## config.mk

```make
export PLATFORM = sky130hd
export DESIGN_NAME = rf_read_req_fifo
export DESIGN_NICKNAME = d
export VERILOG_FILES = /design/src/rtl/rf_pkg.sv /design/src/rtl/rf_req_storage.sv /design/src/rtl/rf_read_req_fifo.sv
export SDC_FILE = /design/constraint.sdc
export NUM_CORES = 1
export LEC_CHECK = 0
export BUFFER_PORTS_ARGS = -buffer_cell sky130_fd_sc_hd__buf_2
export CORE_ASPECT_RATIO = 0.9
export CORE_MARGIN = 2
export CORE_UTILIZATION = 40
export DETAILED_ROUTE_END_ITERATION = 8
export GPL_TIMING_DRIVEN = 0
export HOLD_SLACK_MARGIN = 0.15
export PLACE_DENSITY = 0.68
export SYNTH_ARGS = -nofsm -noshare
export SYNTH_HDL_FRONTEND = slang
export SYNTH_SLANG_ARGS = --single-unit
```

## constraint.sdc

```tcl
create_clock -name clk -period 6.05 [get_ports clk]
set_input_delay 1.21 -clock clk [delete_from_list [all_inputs] [get_ports clk]]
set_output_delay 1.21 -clock clk [all_outputs]
set_load 0.05 [all_outputs]
```

## src/rtl/rf_pkg.sv

```systemverilog
// ============================================================================
//  Module   : rf_pkg
//  Purpose  : Shared constants, pending-state encodings and entry layout for
//             the register-file read-request path.
//  Revision : 1.0  initial release
// ============================================================================
`default_nettype none

package rf_pkg;

  localparam int NBANK  = 4;
  localparam int BANK_W = 2;
  localparam int ROW_W  = 3;
  localparam int OCID_W = 4;

  // Pending flags are {p1, p2}: bit 1 = src1 still to read, bit 0 = src2.
  localparam logic [1:0] PEND_NONE = 2'b00;
  localparam logic [1:0] PEND_S2   = 2'b01;
  localparam logic [1:0] PEND_S1   = 2'b10;
  localparam logic [1:0] PEND_BOTH = 2'b11;

  // Entry layout from LSB: ocid, conflict, r2, b2, s2v, r1, b1, s1v.
  localparam int OFF_OCID = 0;

  function automatic int off_conf(input int row_w, input int ocid_w);
    return ocid_w + 0 * row_w;
  endfunction

  function automatic int off_r2(input int row_w, input int ocid_w);
    return ocid_w + 1 + 0 * row_w;
  endfunction

  function automatic int off_b2(input int row_w, input int ocid_w);
    return ocid_w + 1 + row_w;
  endfunction

  function automatic int off_s2v(input int row_w, input int ocid_w);
    return ocid_w + 1 + row_w + BANK_W;
  endfunction

  function automatic int off_r1(input int row_w, input int ocid_w);
    return ocid_w + 2 + row_w + BANK_W;
  endfunction

  function automatic int off_b1(input int row_w, input int ocid_w);
    return ocid_w + 2 + 2 * row_w + BANK_W;
  endfunction

  function automatic int off_s1v(input int row_w, input int ocid_w);
    return ocid_w + 2 + 2 * row_w + 2 * BANK_W;
  endfunction

  function automatic int entry_w(input int row_w, input int ocid_w);
    return ocid_w + 3 + 2 * row_w + 2 * BANK_W;
  endfunction

endpackage

`default_nettype wire

```

## src/rtl/rf_req_storage.sv

```systemverilog
// ============================================================================
//  Module   : rf_req_storage
//  Purpose  : Generic DEPTH x W register FIFO with occupancy count.
//  Revision : 1.0  initial release
// ============================================================================
`default_nettype none

module rf_req_storage #(
  parameter int DEPTH = 4,
  parameter int W     = 8
) (
  input  logic                         clk,
  input  logic                         rst,
  input  logic                         push,
  input  logic                         pop,
  input  logic [W-1:0]                 din,
  output logic [W-1:0]                 dout,
  output logic [$clog2(DEPTH+1)-1:0]   count,
  output logic                         full,
  output logic                         empty
);

  localparam int CNT_W = $clog2(DEPTH + 1);
  localparam int PTR_W = $clog2(DEPTH);

  logic [W-1:0]     mem_q [DEPTH];
  logic [W-1:0]     mem_d [DEPTH];
  logic [PTR_W-1:0] wr_q, wr_d;
  logic [PTR_W-1:0] rd_q, rd_d;
  logic [CNT_W-1:0] count_q, count_d;
  logic             do_push, do_pop;

  assign full    = (count_q == CNT_W'(DEPTH));
  assign empty   = (count_q == '0);
  assign count   = count_q;
  assign dout    = mem_q[rd_q];
  assign do_push = push & ~full;
  assign do_pop  = pop & ~empty;

  // Power-of-two depth lets the pointers wrap by plain overflow.
  always_comb begin
    mem_d = mem_q;
    wr_d  = wr_q;
    rd_d  = rd_q;
    if (do_push) begin
      mem_d[wr_q] = din;
      wr_d        = wr_q + PTR_W'(1);
    end
    if (do_pop) begin
      rd_d = rd_q + PTR_W'(1);
    end
    unique case ({do_push, do_pop})
      2'b10:   count_d = count_q + CNT_W'(1);
      2'b01:   count_d = count_q - CNT_W'(1);
      default: count_d = count_q;
    endcase
  end

  always_ff @(posedge clk or negedge rst) begin
    if (!rst) begin
      wr_q    <= '0;
      rd_q    <= '0;
      count_q <= '0;
      for (int i = 0; i < DEPTH; i++) begin
        mem_q[i] <= '0;
      end
    end else begin
      wr_q    <= wr_d;
      rd_q    <= rd_d;
      count_q <= count_d;
      mem_q   <= mem_d;
    end
  end

endmodule

`default_nettype wire

```

## src/rtl/rf_read_req_fifo.sv

```systemverilog
// ============================================================================
//  Module   : rf_read_req_fifo
//  Purpose  : Buffers translated operand-read requests and issues per-bank
//             register-file read strobes, splitting same-bank pairs.
//  Revision : 1.0  initial release
// ============================================================================
`default_nettype none

module rf_read_req_fifo #(
  parameter int DEPTH  = 4,
  parameter int ROW_W  = 3,
  parameter int NBANK  = 4,
  parameter int OCID_W = 4
) (
  input  logic                         clk,
  input  logic                         rst,
  input  logic                         Valid_RAU_ReqFIFO,
  input  logic                         Src1_Valid,
  input  logic [1:0]                   Src1_Phy_Bank_ID,
  input  logic [ROW_W-1:0]             Src1_Phy_Row_ID,
  input  logic                         Src2_Valid,
  input  logic [1:0]                   Src2_Phy_Bank_ID,
  input  logic [ROW_W-1:0]             Src2_Phy_Row_ID,
  input  logic                         ReqFIFO_2op_EN,
  input  logic [OCID_W-1:0]            OCID_RAU_OC,
  input  logic                         WriteValid,
  input  logic [1:0]                   WriteBank,
  output logic                         Full_ReqFIFO_RAU,
  output logic                         Empty_ReqFIFO,
  output logic [$clog2(DEPTH+1)-1:0]   Count_ReqFIFO,
  output logic                         Reject_ReqFIFO_RAU,
  output logic [NBANK-1:0]             Bank_RdEn,
  output logic [NBANK*ROW_W-1:0]       Bank_RdRow,
  output logic [NBANK*OCID_W-1:0]      Bank_RdOCID,
  output logic [NBANK-1:0]             Bank_RdOpnd
);

  import rf_pkg::*;

  localparam int CNT_W  = $clog2(DEPTH + 1);
  localparam int EW     = entry_w(ROW_W, OCID_W);
  localparam int O_CONF = off_conf(ROW_W, OCID_W);
  localparam int O_R2   = off_r2(ROW_W, OCID_W);
  localparam int O_B2   = off_b2(ROW_W, OCID_W);
  localparam int O_S2V  = off_s2v(ROW_W, OCID_W);
  localparam int O_R1   = off_r1(ROW_W, OCID_W);
  localparam int O_B1   = off_b1(ROW_W, OCID_W);
  localparam int O_S1V  = off_s1v(ROW_W, OCID_W);

  logic                 st_full, st_empty, st_pop, accept, conflict_in;
  logic [CNT_W-1:0]     st_count;
  logic [EW-1:0]        din, head;
  logic                 h_s1v, h_s2v, h_conf;
  logic [BANK_W-1:0]    h_b1, h_b2;
  logic [ROW_W-1:0]     h_r1, h_r2;
  logic [OCID_W-1:0]    h_ocid;
  logic [1:0]           pend_q, pend_d, pend_eff, pend_left;
  logic                 live_q, live_d;
  logic                 reject_q, reject_d;
  logic                 go1, go2;

  assign conflict_in = ReqFIFO_2op_EN |
                       (Src1_Valid & Src2_Valid & (Src1_Phy_Bank_ID == Src2_Phy_Bank_ID));
  assign din    = {Src1_Valid, Src1_Phy_Bank_ID, Src1_Phy_Row_ID,
                   Src2_Valid, Src2_Phy_Bank_ID, Src2_Phy_Row_ID,
                   conflict_in, OCID_RAU_OC};
  // Full is taken before any same-cycle pop, so a push at full is dropped.
  assign accept   = Valid_RAU_ReqFIFO & ~st_full & (|OCID_RAU_OC);
  assign reject_d = Valid_RAU_ReqFIFO & ~accept;

  rf_req_storage #(
    .DEPTH (DEPTH),
    .W     (EW)
  ) u_storage (
    .clk   (clk),
    .rst   (rst),
    .push  (accept),
    .pop   (st_pop),
    .din   (din),
    .dout  (head),
    .count (st_count),
    .full  (st_full),
    .empty (st_empty)
  );

  assign h_ocid = head[OFF_OCID +: OCID_W];
  assign h_conf = head[O_CONF];
  assign h_r2   = head[O_R2 +: ROW_W];
  assign h_b2   = head[O_B2 +: BANK_W];
  assign h_s2v  = head[O_S2V];
  assign h_r1   = head[O_R1 +: ROW_W];
  assign h_b1   = head[O_B1 +: BANK_W];
  assign h_s1v  = head[O_S1V];

  // A head not yet touched takes its flags straight from the entry.
  assign pend_eff  = live_q ? pend_q : {h_s1v, h_s2v};
  assign go1       = ~st_empty & pend_eff[1] & ~(WriteValid & (WriteBank == h_b1));
  assign go2       = ~st_empty & pend_eff[0] & ~(WriteValid & (WriteBank == h_b2))
                     & ~(go1 & h_conf);
  assign pend_left = pend_eff & ~{go1, go2};
  assign st_pop    = ~st_empty & (pend_left == PEND_NONE);

  always_ff @(posedge clk or negedge rst) begin
    if (!rst) begin
      pend_q   <= PEND_NONE;
      live_q   <= 1'b0;
      reject_q <= 1'b0;
    end else begin
      pend_q   <= pend_d;
      live_q   <= live_d;
      reject_q <= reject_d;
    end
  end

  always_comb begin
    pend_d = pend_q;
    live_d = live_q;
    if (st_pop) begin
      pend_d = PEND_NONE;
      live_d = 1'b0;
    end else if (!st_empty) begin
      pend_d = pend_left;
      live_d = 1'b1;
    end
  end

  always_comb begin
    Bank_RdEn   = '0;
    Bank_RdRow  = '0;
    Bank_RdOCID = '0;
    Bank_RdOpnd = '0;
    for (int b = 0; b < NBANK; b++) begin
      if (go1 && (h_b1 == BANK_W'(b))) begin
        Bank_RdEn[b]                   = 1'b1;
        Bank_RdRow[ROW_W*b +: ROW_W]   = h_r1;
        Bank_RdOCID[OCID_W*b +: OCID_W] = h_ocid;
      end else if (go2 && (h_b2 == BANK_W'(b))) begin
        Bank_RdEn[b]                   = 1'b1;
        Bank_RdRow[ROW_W*b +: ROW_W]   = h_r2;
        Bank_RdOCID[OCID_W*b +: OCID_W] = h_ocid;
        Bank_RdOpnd[b]                 = 1'b1;
      end
    end
  end

  assign Full_ReqFIFO_RAU   = st_full;
  assign Empty_ReqFIFO      = st_empty;
  assign Count_ReqFIFO      = st_count;
  assign Reject_ReqFIFO_RAU = reject_q;

endmodule

`default_nettype wire

```

==> impl_metrics.csv, run 1 <==
group,metric,value,unit
detailed_routing,drc,0,
layout,diodes,0,
cts,clock_path_buffers,2,
sta,setup_violations,0,
layout,drive_above_1_share,38.81,%
sta,grt_setup_unrepaired,"false",
floorplanning,die_w,111.6,um
critical_path,rr_endpoint,"u_storage.count[2]$_DFFE_PN0P_",
floorplanning,core,10200,um2
grt,grt_pass1_wl,15.97,mm
critical_path,r2r_slack,2.62,ns
detailed_routing,avgViaCountPerCell,5.497,
grt,overflow,0,
outcome,status,"finished clean",
critical_path,required,4.84,ns
synthesis,ys_ff_latch,79,
synthesis,yosysSeqAreaShare,47.48,%
grt,grt.busiest_layer,"met2",
layout,area_growth,18.72,%
floorplanning,dieArea,11240,um2
critical_path,start_kind,"input pin",
critical_path,cp.arrival,3.49,ns
synthesis,synthCells,357,
detailed_routing,ant_nets,0,
synthesis,synthFlopType,"dfrtp_1",
critical_path,critPathMostFrequentCell,"buf_2",
flow_run,maxCapViolations,0,
grt,grtUsageMet3,2.105,%
critical_path,max_stage_delay,0.53,ns
worst_hold_path,min-delay-start,"pend_q[1]$_DFFE_PN0P_",
critical_path,criticalPathCategory,"input pin to primary output",
floorplanning,num_rows,35,
critical_path,rr_startpoint,"u_storage.rd_q[1]$_DFFE_PN0P_",
grt,grt_max_degree,77,
synthesis,syn-cell-area,4164,um2
synthesis,avgSynthCellArea,11.66,um2
synthesis,synth_edf_count,0,
detailed_routing,route.vias.total,3117,
sta,min_period,4.699,ns
cts,cts_buffers,9,
critical_path,path_cells,"buf_2 > or3b_1 > mux2i_1 > o21a_4 > nor3b_2 > or4_1 > buf_6 > o31ai_1 > buf_2",
critical_path,crit_slowest_cell,"or4_1",
detailed_routing,wl_per_cell,17.58,um
floorplanning,die-height,100.8,um
cts,insertion_delay,0.33,ns
placement,io_buffers,64,
grt,grtUsageMet2,29.88,%
synthesis,synth_area_leaders,"dfrtp_1 (47%), mux2_2 (19%), mux2i_1 (4.3%)",
detailed_routing,drtIter0Drc,132,
detailed_routing,drt_wl_total,9.969,mm
grt,grt_use_met1,25.22,%
sta,post-route-period-util,77.66,%
placement,gp_routability_congestion,0.8475,
sta,worstMarginPinSlew,1.190,ns
sta,timing.setup.tns,0,ns
cts,cts_hold_buf,0,
cts,cts_htree_levels,3,
cts,cts.sinks,79,
synthesis,yosysTopAreaCell,"dfrtp_1",
sta,max_freq,212.8,MHz
floorplanning,ioPinCount,65,
sta,worst_clock_skew,0.007517,ns
sta,drv_slew,0,
synthesis,synth_warnings,0,
critical_path,endpoint,"Bank_RdRow[6]",
critical_path,startpoint,"WriteValid",
cts,cts.reportedPaths.clkPinSlew,0.06,ns
cts,cts_root_buffer,"clkbuf_16",
grt,grt_pass1_vias,3093,
sta,finalHoldViolCount,0,
synthesis,syn-num-nets,386,
detailed_routing,first_pass_iters,5,
placement,place_hpwl,7.218,mm
synthesis,async_flop_share,100.0,%
critical_path,cp_max_fo,9,
synthesis,synth_top_area_share,47.48,%
grt,antenna_found_initial,0,
cts,ctsResizeCount,0,
critical_path,worstSetupEndpointType,"primary output",
grt,grtUsageTotal,18.15,%
layout,layout.nets,462,
cts,tritoncts,"done",
cts,cts_setup_buffers,0,
worst_hold_path,hp-class,"flip-flop to flip-flop",
sta,slew_headroom,19.93,%
synthesis,synth_cell_types,44,
critical_path,r2r_cells,12,
floorplanning,initial_core_util,40.81,%
-- cell usage after synthesis, drive strengths merged, types with 3 or more instances --
cell type  instances
nor3b              3
mux4               6
xor2               4
dfrtp             79
xnor2              6
nor2              14
a21oi             17
clkbuf             6
mux2              72
nand2             44
inv                8
nand3b             3
mux2i             18
o31ai             13
nand3              5
o21ai             17
ha                 5
buf                9
or3                3
-- critical path: cells and delay by family --
| kind | cells | cell delay [ns] |
|---|---|---|
| buffers and inverters | 3 | 0.63 |
| AO/OA/AOI/OAI | 2 | 0.47 |
| multiplexers | 1 | 0.23 |
| AND/OR/NAND/NOR | 3 | 0.95 |
-- routing by layer --
| layer | part of all wire, % | up-vias |
|---|---|---|
| met4 | 1.2 | 0 |
| met1 | 46 | 1579 |
| li1 | - | 1444 |
| met3 | 5.3 | 9 |
| met5 | 0 | - |
| met2 | 47 | 85 |
-- worst min path at each step --
stage                                           end  slack [ns]  cells after the start
CTS                           pend_q[1]$_DFFE_PN0P_        0.48                      2
floorplan                     pend_q[1]$_DFFE_PN0P_        0.44                      2
global route        u_storage.mem_q[28]$_DFFE_PN0P_        0.51                      1
global placement    u_storage.mem_q[38]$_DFFE_PN0P_        0.46                      2
finish                        pend_q[1]$_DFFE_PN0P_        0.49                      2
detailed placement            pend_q[1]$_DFFE_PN0P_        0.47                      2
-- per-stage QoR --
stage          setup WS [ns]  area [um2]  utilization, %  hold slack, ns  instances
4_1_cts                1.359        4943           48.45          0.4834        567
6_report               1.351        4943           48.45          0.4852        567
3_5_place_dp           1.368        4676           45.82          0.4683        551
5_1_grt                1.242        4943           48.45          0.5141        567
3_3_place_gp           1.424        4646           45.53          0.4590        550
2_1_floorplan         0.9734        4164               -          0.4413        357
-- cell type report --
cell class	count	area, um2
clock buffer	11	232.7
timing repair buffer	65	350.3
tap	129	161.4
fill	915	5260
buffer	15	85.08
inverter	8	30.03
multi-input combinational	255	2072
sequential	79	1977
clock inverter	5	35.03
-- sequential cells by signal (all words and copies together), names as in the netlist --
name                count
u_storage.rd_q          2
pend_q                  2
u_storage.wr_q          2
u_storage.count         3
u_storage.mem_q        68
Reject_ReqFIFO_RAU      1
live_q                  1
-- cells by family after synthesis --
logic type	after synthesis	synth area share [%]
multiplexers	96	27.13
adder cells (fa/ha/maj)	6	1.983
buffers and inverters	23	2.764
AO/OA/AOI/OAI	54	8.083
AND/OR/NAND/NOR	89	10.28
flip-flops	79	47.48
XOR/XNOR	10	2.284
-- cell usage in the layout (no fill, tap or decap), types with 9 or more instances in the layout --
cell type,n
dfrtp_1,79
mux2_2,71
buf_2,68
nand2_1,44
mux2i_1,18
o21ai_0,17
a21oi_1,17
nor2_1,14
o31ai_1,12
clkbuf_16,9
Power of run 1 is left out: the tool's default activity adds up to more than one toggle a clock period on the data nets, which glitch-free logic cannot reach.
==> inputs of run 2 (changes only) <==
Settings changed: ABC_AREA set to 1, PLACE_DENSITY 0.68 to 0.7.
Clock period 6.05 ns to 4.2 ns, I/O delays scaled along.
==> impl_metrics.csv, run 2 <==
group,metric,value,unit
cts,cts.sinks,79,
cts,cts_buffers,9,
layout,largest-register,"u_storage.mem_q",
floorplanning,die-height,102.9,um
grt,grt_pass1_wl,19.87,mm
detailed_routing,wl_met2,5.673,mm
sta,worst_clock_skew,0.009619,ns
synthesis,yosys.cell_count.top_type,"nand2_1",
detailed_routing,drtIter0Drc,304,
detailed_routing,met3_length,982,um
synthesis,synth.top_cells.by_count,"nand2_1 (165), o21ai_0 (82), dfrtp_1 (79), nor2_1 (50), inv_1 (48)",
synthesis,yosysTopAreaCell,"dfrtp_1",
sta,grt_setup_unrepaired,"false",
synthesis,async_flop_share,100.0,%
cts,tritoncts,"done",
synthesis,synth_edf_count,0,
layout,nFillCells,1050,
synthesis,synth_top_area_share,45.52,%
detailed_routing,wl_per_cell,15.52,um
floorplanning,dieArea,11710,um2
placement,dpl.cell_count,771,
layout,diodes,0,
sta,drv_slew,0,
detailed_routing,route.vias.total,4144,
layout,largest_register_ffs,68,
floorplanning,num_rows,36,
layout,seqCellArea,1977,um2
layout,area_growth,17.72,%
synthesis,avgSynthCellArea,7.579,um2
sta,worstMarginPinSlew,0.6903,ns
layout,final-instance-count-excl-fill,784,
critical_path,criticalPathCategory,"flip-flop to primary output",
detailed_routing,drt_wl_total,12.17,mm
cts,cts.reportedPaths.clkPinSlew,0.05,ns
floorplanning,core,10720,um2
placement,gp_routability_congestion,0.8581,
detailed_routing,avgViaCountPerCell,5.286,
critical_path,required,3.36,ns
detailed_routing,top_layer_used,"met4",
layout,fin_util,47.69,%
detailed_routing,first_pass_iters,4,
cts,clock_path_buffers,2,
sta,slew_headroom,53.98,%
floorplanning,initial_core_util,40.51,%
worst_hold_path,hp-class,"input pin to async pin",
cts,cts_root_buffer,"clkbuf_16",
grt,grt_pass1_vias,3928,
layout,final_common_cell,"nand2_1",
critical_path,cp.arrival,2.78,ns
grt,grtUsageTotal,21.89,%
synthesis,ys_ff_latch,79,
critical_path,cp_max_fo,10,
grt,overflow,0,
outcome,status,"finished clean",
synthesis,yosysSeqAreaShare,45.52,%
cts,cts_htree_levels,3,
critical_path,start_kind,"flip-flop",
layout,layout.cells.most_common_list,"nand2_1 (165), o21ai_0 (82), dfrtp_1 (79)",
flow_run,maxCapViolations,0,
sta,min_period,3.618,ns
layout,multi_input_area,2012,um2
layout,drive_above_1_share,19.20,%
placement,io_buffers,64,
placement,place_hpwl,8.852,mm
cts,insertion_delay,0.33,ns
sta,setup_violations,0,
synthesis,synth_area_leaders,"dfrtp_1 (46%), nand2_1 (14%), o21ai_0 (9.4%)",
cts,ctsResizeCount,0,
detailed_routing,met1Wirelength,5.310,mm
detailed_routing,drc,0,
sta,holdWs,0.4056,ns
grt,grt_max_degree,58,
cts,cts_setup_buffers,0,
synthesis,synth_cell_types,36,
detailed_routing,ant_nets,0,
sta,finalHoldViolCount,0,
sta,post-route-period-util,86.14,%
layout,layout.nets,678,
sta,timing.setup.tns,0,ns
critical_path,worstSetupEndpointType,"primary output",
synthesis,synthCells,573,
floorplanning,ioPinCount,65,
floorplanning,die_w,113.8,um
synthesis,synth_warnings,0,
synthesis,syn-num-nets,602,
grt,antenna_found_initial,0,
cts,cts_hold_buf,0,
synthesis,synthFlopType,"dfrtp_1",
synthesis,syn-cell-area,4343,um2
sta,max_freq,276.4,MHz
## run 2: cell types whose count changed after synthesis, sizes merged, moves of 13 or more
cell and delta:
mux2i -18, nand2 +129, nor2 +48, mux2 -72
inv +47, o21ai +75, nand3 +18, o31ai -13
## run 2: per-layer routing
| metal | up-vias | global-route usage (%) |
|---|---|---|
| met5 | - | 0 |
| met3 | 19 | 4.762 |
| met1 | 1964 | 29.86 |
| met2 | 161 | 35.47 |
| met4 | 0 | 6.567 |
| li1 | 2000 | - |
## run 2: kinds of logic after synthesis
group                      after synthesis  share of synthesized area (%)
adders and majority gates                6                          1.901
buffers and inverters                   81                          8.153
and+or+nand+nor                        274                          28.09
AOI/OAI and AO/OA                      128                          15.33
DFF                                     79                          45.52
xor gates and xnor gates                 5                          1.009
## run 2: metrics by stage
stage	setup WS, ns	instance area (um2)
2_1_floorplan	0.3219	4343
3_3_place_gp	0.9286	4830
3_5_place_dp	0.9139	4860
4_1_cts	0.6251	5112
5_1_grt	0.3314	5112
6_report	0.5821	5112
## run 2: path summary, 6_finish.rpt
kind	startpoint	endpoint	slack, ns	depth (start not counted)
worst max register to register	u_storage.rd_q[1]$_DFFE_PN0P_	u_storage.count[2]$_DFFE_PN0P_	1.32	17
worst min register to register	pend_q[1]$_DFFE_PN0P_	pend_q[1]$_DFFE_PN0P_	0.49	2
worst min-delay path	rst	u_storage.mem_q[30]$_DFFE_PN0P_	0.41	1
min in group clk	pend_q[1]$_DFFE_PN0P_	pend_q[1]$_DFFE_PN0P_	0.49	2
worst max-delay path	u_storage.rd_q[1]$_DFFE_PN0P_	Bank_RdRow[6]	0.58	7
max in group asynchronous	rst	u_storage.mem_q[59]$_DFFE_PN0P_	3.21	2
## run 2: critical path, cell delays in order (launching register included)
cell and delay, ns:
dfrtp_1 0.37, inv_1 0.26, clkbuf_1 0.45, o21ai_0 0.22
o22ai_1 0.52, nand4_1 0.16, o21ai_1 0.18, buf_2 0.29
## run 2: layout make-up
class                      count  share of cell area (%)
inverter                      55                   4.087
sequential                    79                   38.67
clock buffer                  11                   4.748
multi-input combinational    413                   39.35
clock inverter                 2                  0.1958
timing repair buffer          65                   6.853
buffer                        26                   2.839
tap                          133                   3.255
Power of run 2 is left out for the same reason.
